[src/rtl/sdiv_pkg.sv]
`default_nettype none
// ============================================================================
// Module      : sdiv_pkg
// Description : Shared types and helpers for the sequential signed divider.
// Revision    : 1.0 - initial release
// ============================================================================
package sdiv_pkg;

    typedef enum logic [1:0] {
        IDLE = 2'd0,
        CALC = 2'd1,
        FIN  = 2'd2
    } sdiv_state_t;

    // Iteration counter must hold values 0..width
    function automatic int sdiv_cnt_width(input int width);
        return $clog2(width + 1);
    endfunction

    function automatic logic [63:0] sdiv_most_neg(input int width);
        return 64'd1 << (width - 1);
    endfunction

endpackage
`default_nettype wire

[src/rtl/sdiv_step.sv]
`default_nettype none
// ============================================================================
// Module      : sdiv_step
// Description : One combinational restoring-division step on magnitudes.
// Revision    : 1.0 - initial release
// ============================================================================
module sdiv_step #(
    parameter int WIDTH = 8
) (
    input  logic [WIDTH-1:0] i_rem,
    input  logic             i_dvd_bit,
    input  logic [WIDTH-1:0] i_dvs,
    output logic [WIDTH-1:0] o_rem,
    output logic             o_q_bit
);

    logic [WIDTH:0] w_shift;
    logic [WIDTH:0] w_diff;

    // Partial remainder stays below the divisor, so WIDTH+1 bits never overflow
    assign w_shift = {i_rem, i_dvd_bit};
    assign w_diff  = w_shift - {1'b0, i_dvs};
    assign o_q_bit = ~w_diff[WIDTH];
    assign o_rem   = o_q_bit ? w_diff[WIDTH-1:0] : w_shift[WIDTH-1:0];

endmodule
`default_nettype wire

[src/rtl/sdiv_seq.sv]
`default_nettype none
// ============================================================================
// Module      : sdiv_seq
// Description : Multi-cycle signed divider, one quotient bit per clock.
//               Optional SDIV_OVF_FLAG_EN adds the ovf output.
// Revision    : 1.0 - initial release
// ============================================================================
module sdiv_seq
    import sdiv_pkg::*;
#(
    parameter int DATAWIDTH = 8
) (
    input  logic                 Clk,
    input  logic                 Rst,
    input  logic                 start,
    input  logic [DATAWIDTH-1:0] a,
    input  logic [DATAWIDTH-1:0] b,
    output logic [DATAWIDTH-1:0] quot,
    output logic [DATAWIDTH-1:0] rem,
    output logic                 busy,
    output logic                 done,
    output logic                 div_by_zero
`ifdef SDIV_OVF_FLAG_EN
    ,
    output logic                 ovf
`endif
);

    localparam int                    c_CNT_W    = sdiv_cnt_width(DATAWIDTH);
    localparam logic [c_CNT_W-1:0]    c_LAST     = c_CNT_W'(DATAWIDTH - 1);
    localparam logic [63:0]           c_NEG_WIDE = sdiv_most_neg(DATAWIDTH);
    localparam logic [DATAWIDTH-1:0]  c_MOST_NEG = c_NEG_WIDE[DATAWIDTH-1:0];

    if (DATAWIDTH < 2) begin : g_width_check
        $error("sdiv_seq: DATAWIDTH must be at least 2");
    end

    sdiv_state_t            r_state;
    logic [DATAWIDTH-1:0]   r_rem;
    logic [DATAWIDTH-1:0]   r_dvd;
    logic [DATAWIDTH-1:0]   r_dvs;
    logic [DATAWIDTH-1:0]   r_a;
    logic                   r_neg_q;
    logic                   r_neg_r;
    logic                   r_b_zero;
    logic [c_CNT_W-1:0]     r_cnt;

    logic [DATAWIDTH-1:0]   w_abs_a;
    logic [DATAWIDTH-1:0]   w_abs_b;
    logic [DATAWIDTH-1:0]   w_rem_nxt;
    logic                   w_qbit;

    // Unsigned magnitude of the most-negative value is exactly 2^(W-1)
    assign w_abs_a = a[DATAWIDTH-1] ? -a : a;
    assign w_abs_b = b[DATAWIDTH-1] ? -b : b;

    sdiv_step #(
        .WIDTH (DATAWIDTH)
    ) u_step (
        .i_rem     (r_rem),
        .i_dvd_bit (r_dvd[DATAWIDTH-1]),
        .i_dvs     (r_dvs),
        .o_rem     (w_rem_nxt),
        .o_q_bit   (w_qbit)
    );

`ifdef SDIV_OVF_FLAG_EN
    logic r_ovf_case;

    always_ff @(posedge Clk or negedge Rst) begin
        if (!Rst) begin
            r_ovf_case <= 1'b0;
            ovf        <= 1'b0;
        end else begin
            if (r_state == IDLE && start) begin
                r_ovf_case <= (a == c_MOST_NEG) && (b == '1);
            end
            if (r_state == FIN) begin
                ovf <= r_ovf_case;
            end
        end
    end
`endif

    always_ff @(posedge Clk or negedge Rst) begin
        if (!Rst) begin
            r_state     <= IDLE;
            r_rem       <= '0;
            r_dvd       <= '0;
            r_dvs       <= '0;
            r_a         <= '0;
            r_neg_q     <= 1'b0;
            r_neg_r     <= 1'b0;
            r_b_zero    <= 1'b0;
            r_cnt       <= '0;
            quot        <= '0;
            rem         <= '0;
            busy        <= 1'b0;
            done        <= 1'b0;
            div_by_zero <= 1'b0;
        end else begin
            done <= 1'b0;
            case (r_state)
                IDLE: begin
                    if (start) begin
                        r_rem    <= '0;
                        r_dvd    <= w_abs_a;
                        r_dvs    <= w_abs_b;
                        r_a      <= a;
                        r_neg_q  <= a[DATAWIDTH-1] ^ b[DATAWIDTH-1];
                        r_neg_r  <= a[DATAWIDTH-1];
                        r_b_zero <= (b == '0);
                        r_cnt    <= '0;
                        busy     <= 1'b1;
                        r_state  <= CALC;
                    end
                end
                CALC: begin
                    // Dividend shifts out at the top while quotient bits fill in below
                    r_rem <= w_rem_nxt;
                    r_dvd <= {r_dvd[DATAWIDTH-2:0], w_qbit};
                    r_cnt <= r_cnt + c_CNT_W'(1);
                    if (r_cnt == c_LAST) begin
                        r_state <= FIN;
                    end
                end
                FIN: begin
                    quot        <= r_b_zero ? '1  : (r_neg_q ? -r_dvd : r_dvd);
                    rem         <= r_b_zero ? r_a : (r_neg_r ? -r_rem : r_rem);
                    div_by_zero <= r_b_zero;
                    done        <= 1'b1;
                    busy        <= 1'b0;
                    r_state     <= IDLE;
                end
                default: begin
                    r_state <= IDLE;
                    busy    <= 1'b0;
                end
            endcase
        end
    end

endmodule
`default_nettype wire

[config.mk]
export PLATFORM = sky130hd
export DESIGN_NAME = sdiv_seq
export DESIGN_NICKNAME = d
export VERILOG_FILES = /design/src/rtl/sdiv_pkg.sv /design/src/rtl/sdiv_step.sv /design/src/rtl/sdiv_seq.sv
export SDC_FILE = /design/constraint.sdc
export NUM_CORES = 1
export LEC_CHECK = 0
export ABC_CLOCK_PERIOD_IN_PS = 7500
export CORE_UTILIZATION = 35
export DETAILED_ROUTE_END_ITERATION = 16
export HOLD_SLACK_MARGIN = 0.12
export MAX_ROUTING_LAYER = met4
export PLACE_DENSITY = 0.62
export SETUP_SLACK_MARGIN = 0.3
export SYNTH_ARGS = -nofsm -noshare
export SYNTH_HDL_FRONTEND = slang
export SYNTH_SLANG_ARGS = --single-unit
[constraint.sdc]
create_clock -name Clk -period 7.5 [get_ports Clk]
set_input_delay 1.125 -clock Clk [delete_from_list [all_inputs] [get_ports Clk]]
set_output_delay 1.125 -clock Clk [all_outputs]
set_load 0.05 [all_outputs]
# == After elaboration in Yosys (flattened, before gate mapping) ==
# Index checks and enable logic that the tools add are counted.
# W data, S select, Z words.
# op_classes
addsub,6
n_eq_ne,5
reduce_logical,7
muxes,19
n_bitwise,3
# op_table
operator,n
$mux W8,9
$neg A8 Y8,4
$pmux W8 S2,2
$sub A9 B8 Y9,1
$logic_not A8 Y1,1
$pmux W4 S2,1
$reduce_and A2 Y1,4
$add A4 B1 Y4 const B,1
$eq A4 B3 Y1 const B,1
$mux W2,2
$mux W4,1
$ne A2 B2 Y1 const B,2
$pmux W2 S2,1
$eq A2 B1 Y1 const B,1
$eq A2 B2 Y1 const B,1
$logic_not A2 Y1,1
$mux W1,2
$not A1 Y1,2
$pmux W1 S2,1
$reduce_bool A2 Y1,1
$xor A1 B1 Y1,1
# totals
elab_cells,54
out_inout_bits,19
ff_bits,60

# == Longest topological paths before layout ==
# Gate-level depths: netlist (run 1).
# depth
depth_word,4
mapped_depth,11
mapped_depth_nobuf,10

# == Hierarchy ==
# A second synthesis (run 1) with hierarchy kept.
# unflattened
hier_cells,379
hier_area_um2,3463.3
# modules_own_cells
module,cells_each,instances,area_per_inst_um2
sdiv_seq,321,1,2977.9
sdiv_step,58,1,485.5

# == Worst setup path after synthesis (run 1) ==
# No wires, ideal clock.
# synth_path
kind,register -> register
from,reg r_dvd[7]
to,reg r_dvd[0]
period_less_slack_ns,2.645
path_slack_ns,4.855
path_stages_with_launch,11
required_time_ns,7.374
arrival_time_ns,2.519
n_path_buf,1
cell_sequence,dfrtp_1 -> inv_1 -> ha_1 -> inv_1 -> fa_1 -> a211oi_1 -> nor3_2 -> mux2i_1 -> or4_4 -> buf_6 -> a221o_1
# synth_between
elab_chain_len,3
# synth_lines
element,line,source
from (decl),sdiv_seq.sv:40,logic [DATAWIDTH-1:0] r_dvd;
from (signal assigned),sdiv_seq.sv:107,r_dvd <= w_abs_a;
from (signal assigned),sdiv_seq.sv:121,"r_dvd <= {r_dvd[DATAWIDTH-2:0], w_qbit};"
$sub A9 B8 Y9,sdiv_step.sv:22,"assign w_diff = w_shift - {1'b0, i_dvs};"
$not A1 Y1,sdiv_step.sv:23,assign o_q_bit = ~w_diff[WIDTH];
$pmux W8 S2,sdiv_seq.sv:103,case (r_state)
# No other way between the ends.
# A chain may end at the register's enable or synchronous reset.

# == Worst setup path in the final report (run 1) ==
# layout_path
from,reg r_dvd[7]
to,reg r_rem[0]
# layout_between
elab_chain_len,3
# layout_lines
element,line,source
$sub A9 B8 Y9,sdiv_step.sv:22,
$mux W8 *,sdiv_step.sv:24,assign o_rem = o_q_bit ? w_diff[WIDTH-1:0] : w_shift[WIDTH-1:0];
$pmux W8 S2 *,sdiv_seq.sv:103,
to (signal assigned),sdiv_seq.sv:120,r_rem <= w_rem_nxt;
to (decl),sdiv_seq.sv:39,logic [DATAWIDTH-1:0] r_rem;
# Mark *: on every way between the ends. The rest lies on a longest branch, timed or not.

==> results of run 1 <==
-- area by class of cell --
| cell class | instances | share of cell area [%] |
|---|---|---|
| clock buffer | 10 | 3.503 |
| clock inverter | 5 | 1.369 |
| inverter | 21 | 2.006 |
| multi-input combinational | 271 | 42.13 |
| sequential | 59 | 37.58 |
| tap | 111 | 3.535 |
| timing repair buffer | 40 | 9.873 |
-- report_power, final --
group          internal (mW)  switching, mW
Clock                  0.159          0.125
Combinational          0.439          0.597
Sequential             0.466          0.140
Total                   1.06          0.862
-- registers in the layout, indices dropped and copies added, names as in the netlist --
name,count
r_cnt,4
r_dvd,8
r_rem,8
r_neg_q,1
quot,8
r_state,2
r_a,8
busy,1
r_dvs,8
div_by_zero,1
done,1
r_b_zero,1
rem,8
-- synth_stat cells (3+ instances only) --
cell type | n | area (µm²)
clkbuf_1 | 16 | 60.06
a21oi_1 | 18 | 90.09
nor2_1 | 24 | 90.09
nand3_1 | 9 | 45.04
nand2_1 | 66 | 247.7
ha_1 | 13 | 162.7
mux2i_1 | 14 | 140.1
xnor2_1 | 11 | 96.34
or3_1 | 5 | 31.28
dfrtp_1 | 59 | 1476
inv_1 | 20 | 75.07
nor3_1 | 5 | 25.02
o21ai_0 | 36 | 180.2
nor2b_1 | 8 | 50.05
xor2_1 | 17 | 148.9
nand2b_1 | 6 | 37.54
a22oi_1 | 5 | 37.54
a21o_1 | 3 | 22.52
o31ai_1 | 7 | 52.55
-- metal layers --
layer	up-vias	wire (µm)	GRT usage (%)
met5	-	0	-
met4	0	61	3.789
met3	5	340	4.823
met2	66	3199	23.99
met1	1202	3473	21.83
li1	1313	-	-
-- cell families (layout without fill, tap and decap cells) --
kind of cell	count (synthesis)	in the layout	share of synthesized area, %
multiplexers	14	14	4.260
AO/OA/AOI/OAI	83	83	14.87
buffers and inverters	40	76	4.793
AND/OR/NAND/NOR	132	132	18.18
XOR/XNOR	28	28	7.455
flip-flops	59	59	44.88
adder cells (fa/ha/maj)	14	14	5.554
-- worst register-to-register path, cell delays in order (launching register included) --
cell	delay [ns]
dfrtp_1	0.37
inv_1	0.11
ha_1	0.19
inv_1	0.05
fa_1	0.42
a211oi_1	0.35
nor3_2	0.10
mux2i_1	0.13
or4_4	0.65
mux2i_1	0.16
a21o_1	0.18
-- how the worst max path moves through the flow --
stage,to,slack [ns],cells past startpoint
2_1_floorplan,r_dvd[0],4.86,10
3_3_place_gp,r_dvs[5],4.72,6
3_5_place_dp,r_dvd[0],4.69,4
4_1_cts,r_rem[0],4.70,10
5_1_grt,r_rem[0],4.52,10
6_report,r_rem[0],4.69,10
==> results.sh, run 1 <==
export IMPL_drc=0
export IMPL_yosys_warnings=0
export IMPL_layout_commonest_cell="nand2_1"
export IMPL_path_clk_slew_ns=0.07
export IMPL_worstRegToRegCells=10
export IMPL_r2r_end="r_rem[0]"
export IMPL_async_reset_ff_share_pct=100.0
export IMPL_pre_cts_ws_ns=4.691
export IMPL_antenna_cells=0
export IMPL_hold_viol_final=0
export IMPL_worst_path_buf_inv=2
export IMPL_crit_chain="inv_1 -> ha_1 -> inv_1 -> fa_1 -> a211oi_1 -> nor3_2 -> mux2i_1 -> or4_4 -> mux2i_1 -> a21o_1"
export IMPL_worst_path_dominant_cell_family="simple AND/OR/NAND/NOR gates"
export IMPL_status="completed"
export IMPL_areaGrowthSynthToFinish_pct=19.44
export IMPL_grt_pass1_wl_um=12030
export IMPL_r2r_start="r_dvd[7]"
export IMPL_cts_path_max_buffers=2
export IMPL_synth_distinct_cells=41
export IMPL_tritoncts="yes"
export IMPL_min_from="quot[0]"
export IMPL_synth_net_count=403
export IMPL_clock_fmax_mhz=355.5
export IMPL_start_util_pct=35.94
export IMPL_rsz0062_at_grt="false"
export IMPL_p_leak_nw=1.786
export IMPL_cts_hold_buf=0
export IMPL_dpl_instance_area_um2=3737
export IMPL_syn_mean_instance_area_um2=8.890
export IMPL_viasPerCell=5.002
export IMPL_cts_setup_buffers=0
export IMPL_power_mw=1.926
export IMPL_vias=2586
export IMPL_setup_ws_ns=4.687
export IMPL_final_setup_tns_ns=0
export IMPL_stdcell_count=517
export IMPL_critical_path_slowest_cell="or4_4"
export IMPL_pin_count=38
export IMPL_report_final_slew_viol_count=0
export IMPL_vdd_ir_drop_max_mv=0.2492
export IMPL_crit_required_ns=7.73
export IMPL_cpPeakStageDelay_ns=0.65
export IMPL_core_area_um2=9153
export IMPL_startpoint_type="flip-flop"
export IMPL_numCtsBuffers=9
export IMPL_wl_per_cell_um=13.68
export IMPL_critPathLaunch="r_dvd[7]"
export IMPL_multiInputGateArea_um2=1655
export IMPL_clk_latency_ns=0.34
export IMPL_die_area_um2=9790
export IMPL_period_share_pct=37.51
export IMPL_grt_pass1_vias=2448
export IMPL_synth_flop_cell="dfrtp_1"
export IMPL_cts_resized=0
export IMPL_worstMarginPinSlew_ns=0.7655
export IMPL_seq_area_um2=1476
export IMPL_place_congestion=0.8458
export IMPL_crit_path_end_kind="flip-flop"
export IMPL_dp_cells=502
export IMPL_htreeDepth=3
export IMPL_min_path_type="flip-flop to flip-flop"
export IMPL_layout_drive_gt1_share_pct=5.419
export IMPL_fin_area_um2=3929
export IMPL_rrSetupSlack_ns=4.69
export IMPL_drtIter0Drc=133
export IMPL_synth_seq_cells=59
export IMPL_layout_common_cells="66 x nand2_1, 59 x dfrtp_1, 36 x o21ai_0, 36 x clkdlybuf4s50_1, 24 x nor2_1"
export IMPL_wl_um=7074
export IMPL_die_w_um=98.95
export IMPL_fill_cells=914
export IMPL_whs_endpoint="quot[0]"
export IMPL_crit_fanout=10
export IMPL_criticalPathCategory="flip-flop to flip-flop"
export IMPL_slew_headroom_pct=48.96
export IMPL_track_usage_pct=16.21
export IMPL_numPortBuffers=37
export IMPL_holdWs_ns=0.4682
export IMPL_synth_seq_area_share_pct=44.88
export IMPL_cp_arrival_ns=3.05
export IMPL_antenna_left=0
export IMPL_antenna_found_initial=0
export IMPL_synth_edf_count=0
export IMPL_grt_max_degree=60
export IMPL_setup_violations=0
export IMPL_syn_area_um2=3289
export IMPL_num_nets_final=435
export IMPL_synthCells=370
export IMPL_dr_pass1_iters=4
export IMPL_dpl_hpwl_um=5111
export IMPL_power_density_nw_per_um2=490.3
export IMPL_fp_row_count=35
export IMPL_fin_crit_ns=2.813
export IMPL_hold_depth=2
export IMPL_grt_ovfl_total=0
export IMPL_skew_ns=0.005667
export IMPL_fp_dieH_um=98.95
export IMPL_drv_cap=0
export IMPL_cts_root_buf="clkbuf_8"
export IMPL_fin_util_pct=42.93
export IMPL_cts_num_sinks=59
No activity file was read; power rests on OpenSTA's default activity.
==> run 2: changes to the inputs <==
--- a/config.mk
+++ b/config.mk
@@ -5,7 +5,7 @@
 export SDC_FILE = /design/constraint.sdc
 export NUM_CORES = 1
 export LEC_CHECK = 0
-export ABC_CLOCK_PERIOD_IN_PS = 7500
+export ABC_CLOCK_PERIOD_IN_PS = 2800
 export CORE_UTILIZATION = 35
 export DETAILED_ROUTE_END_ITERATION = 16
 export HOLD_SLACK_MARGIN = 0.12
==> constraint.sdc (replaced) <==
create_clock -name Clk -period 2.8 [get_ports Clk]
set_input_delay 0.42 -clock Clk [delete_from_list [all_inputs] [get_ports Clk]]
set_output_delay 0.42 -clock Clk [all_outputs]
set_load 0.05 [all_outputs]
==> run 2 against run 1 <==
Wire length rose by 1.7%. Power grew to 2.8 times the previous value. Final area is 2.5% higher. Non-clock buffer count rose by 7. Hold slack better by 0.0082 ns. Worst setup slack got worse by 4.3 ns. First-iteration DRC count up 12%. Clock power rose to 2.8 times the previous value. Largest power group unchanged.
==> results.sh, run 2 (synthesis results as in run 1) <==
export IMPL_status="completed"
export IMPL_num_nets_final=443
export IMPL_dpl_hpwl_um=5189
export IMPL_numPortBuffers=37
export IMPL_drtIter0Drc=149
export IMPL_antenna_left=0
export IMPL_layout_drive_gt1_share_pct=8.434
export IMPL_layout_commonest_cell="nand2_1"
export IMPL_final_setup_tns_ns=0
export IMPL_dr_pass1_iters=4
export IMPL_worst_path_dominant_cell_family="compound AO/OA/AOI/OAI gates"
export IMPL_criticalPathCategory="flip-flop to flip-flop"
export IMPL_path_clk_slew_ns=0.07
export IMPL_fp_row_count=35
export IMPL_cp_arrival_ns=2.63
export IMPL_holdWs_ns=0.4763
export IMPL_power_density_nw_per_um2=1321
export IMPL_worstMarginPinSlew_ns=0.7343
export IMPL_clock_fmax_mhz=415.8
export IMPL_viasPerCell=4.954
export IMPL_grt_pass1_wl_um=12290
export IMPL_cp_common_cell="inv_2"
export IMPL_rrSetupSlack_ns=0.39
export IMPL_rsz0062_at_grt="true"
export IMPL_cts_num_sinks=59
export IMPL_startpoint_type="flip-flop"
export IMPL_critical_path_slowest_cell="or4_4"
export IMPL_wl_um=7194
export IMPL_antenna_cells=0
export IMPL_skew_ns=0.007438
export IMPL_grt_ovfl_total=0
export IMPL_crit_chain="inv_2 -> ha_4 -> inv_2 -> fa_2 -> a211oi_2 -> nor3_2 -> mux2i_1 -> or4_4 -> a221o_1"
export IMPL_critPathLaunch="r_dvd[7]"
export IMPL_setup_violations=0
export IMPL_r2r_end="r_dvd[0]"
export IMPL_die_w_um=98.95
export IMPL_crit_required_ns=3.03
export IMPL_worstRegToRegCells=9
export IMPL_cts_root_buf="clkbuf_8"
export IMPL_vias=2606
export IMPL_grt_max_degree=42
export IMPL_tritoncts="yes"
export IMPL_crit_fanout=5
export IMPL_place_congestion=0.8451
export IMPL_hold_viol_final=0
export IMPL_worst_path_buf_inv=2
export IMPL_layout_common_cells="66 x nand2_1, 59 x dfrtp_1, 36 x clkdlybuf4s50_1"
export IMPL_hold_depth=2
export IMPL_fp_dieH_um=98.95
export IMPL_htreeDepth=3
export IMPL_report_final_slew_viol_count=0
export IMPL_min_path_type="flip-flop to flip-flop"
export IMPL_pin_count=38
export IMPL_vdd_ir_drop_max_mv=0.7784
export IMPL_cpPeakStageDelay_ns=0.49
export IMPL_wl_per_cell_um=13.68
export IMPL_track_usage_pct=16.72
export IMPL_areaGrowthSynthToFinish_pct=22.40
export IMPL_numCtsBuffers=9
export IMPL_slew_headroom_pct=51.05
export IMPL_drc=0
export IMPL_period_share_pct=85.89
export IMPL_r2r_start="r_dvd[7]"
export IMPL_start_util_pct=35.94
export IMPL_clk_latency_ns=0.34
export IMPL_p_leak_nw=1.823
export IMPL_crit_path_end_kind="flip-flop"
export IMPL_min_from="rem[7]"
export IMPL_die_area_um2=9790
export IMPL_cts_path_max_buffers=2
export IMPL_grt_pass1_vias=2526
export IMPL_antenna_found_initial=0
export IMPL_drv_cap=0
export IMPL_whs_endpoint="rem[7]"
export IMPL_fin_crit_ns=2.405
export IMPL_core_area_um2=9153
==> run 2: how the worst max path moves through the flow <==
stage               end  slack [ns]  cells past startpoint
3_5_place_dp   r_dvd[0]        0.29                      9
6_report       r_dvd[0]        0.39                      9
2_1_floorplan  r_dvd[0]        0.37                     10
4_1_cts        r_dvd[0]        0.30                      9
3_3_place_gp   r_dvd[0]        0.32                      9
5_1_grt        r_rem[3]        0.28                     10
==> run 2: per-layer routing <==
layer  global-route usage, %  routed length [µm]  vias to the layer above
met4                   5.855                  97                        0
li1                        -                   -                     1336
met3                   3.617                 237                        9
met5                       -                   0                        -
met1                   22.00                3588                     1216
met2                   25.44                3271                       45
==> run 2: what timing repair did <==
item / in CTS / in global routing
gates cloned: 1 / 0
pin swaps: 3 / 7
hold buffers: 1 / 0
endpoints found under the hold margin: 13 / 0
setup endpoints to repair: 3 / 9
setup buffers: 3 / 0
resized for setup: 1 / 2
==> run 2: layout make-up <==
cell class              count  area, µm²
fillers                   899       5126
inverters                  21      78.83
flip-flops and latches     59       1476
repair buffers             47      442.9
clock buffers              10      137.6
multi-input cells         272       1687
clock inverters             6      65.06
well taps                 111      138.9
==> run 2: metrics by stage <==
| step | instance area (µm²) | utilization, % | worst slack [ns] | power (mW) | cells |
|---|---|---|---|---|---|
| after floorplan | 3309 | - | 0.3722 | 3.768 | 370 |
| after global placement | 3780 | 41.30 | 0.3155 | 4.397 | 505 |
| after detailed placement | 3780 | 41.30 | 0.2870 | 4.483 | 505 |
| after CTS | 4026 | 43.99 | 0.3005 | 5.361 | 526 |
| after global routing | 4026 | 43.99 | 0.2786 | 5.762 | 526 |
| final | 4026 | 43.99 | 0.3950 | 5.318 | 526 |
==> run 2: power by group <==
group | switching [mW] | total, mW | internal, mW | leakage (nW)
logic | 1.64 | 2.91 | 1.26 | 0.998
registers | 0.373 | 1.62 | 1.25 | 0.722
clock network | 0.357 | 0.792 | 0.435 | 0.102
==> run 2: worst reg2reg max path: cells and delay by family (launching register included) <==
family | cells | cell delay, ns
and+or+nand+nor | 2 | 0.57
buffers and inverters | 2 | 0.11
AOI/OAI and AO/OA | 2 | 0.60
muxes | 1 | 0.14
DFF | 1 | 0.39
adders and majority gates | 2 | 0.49
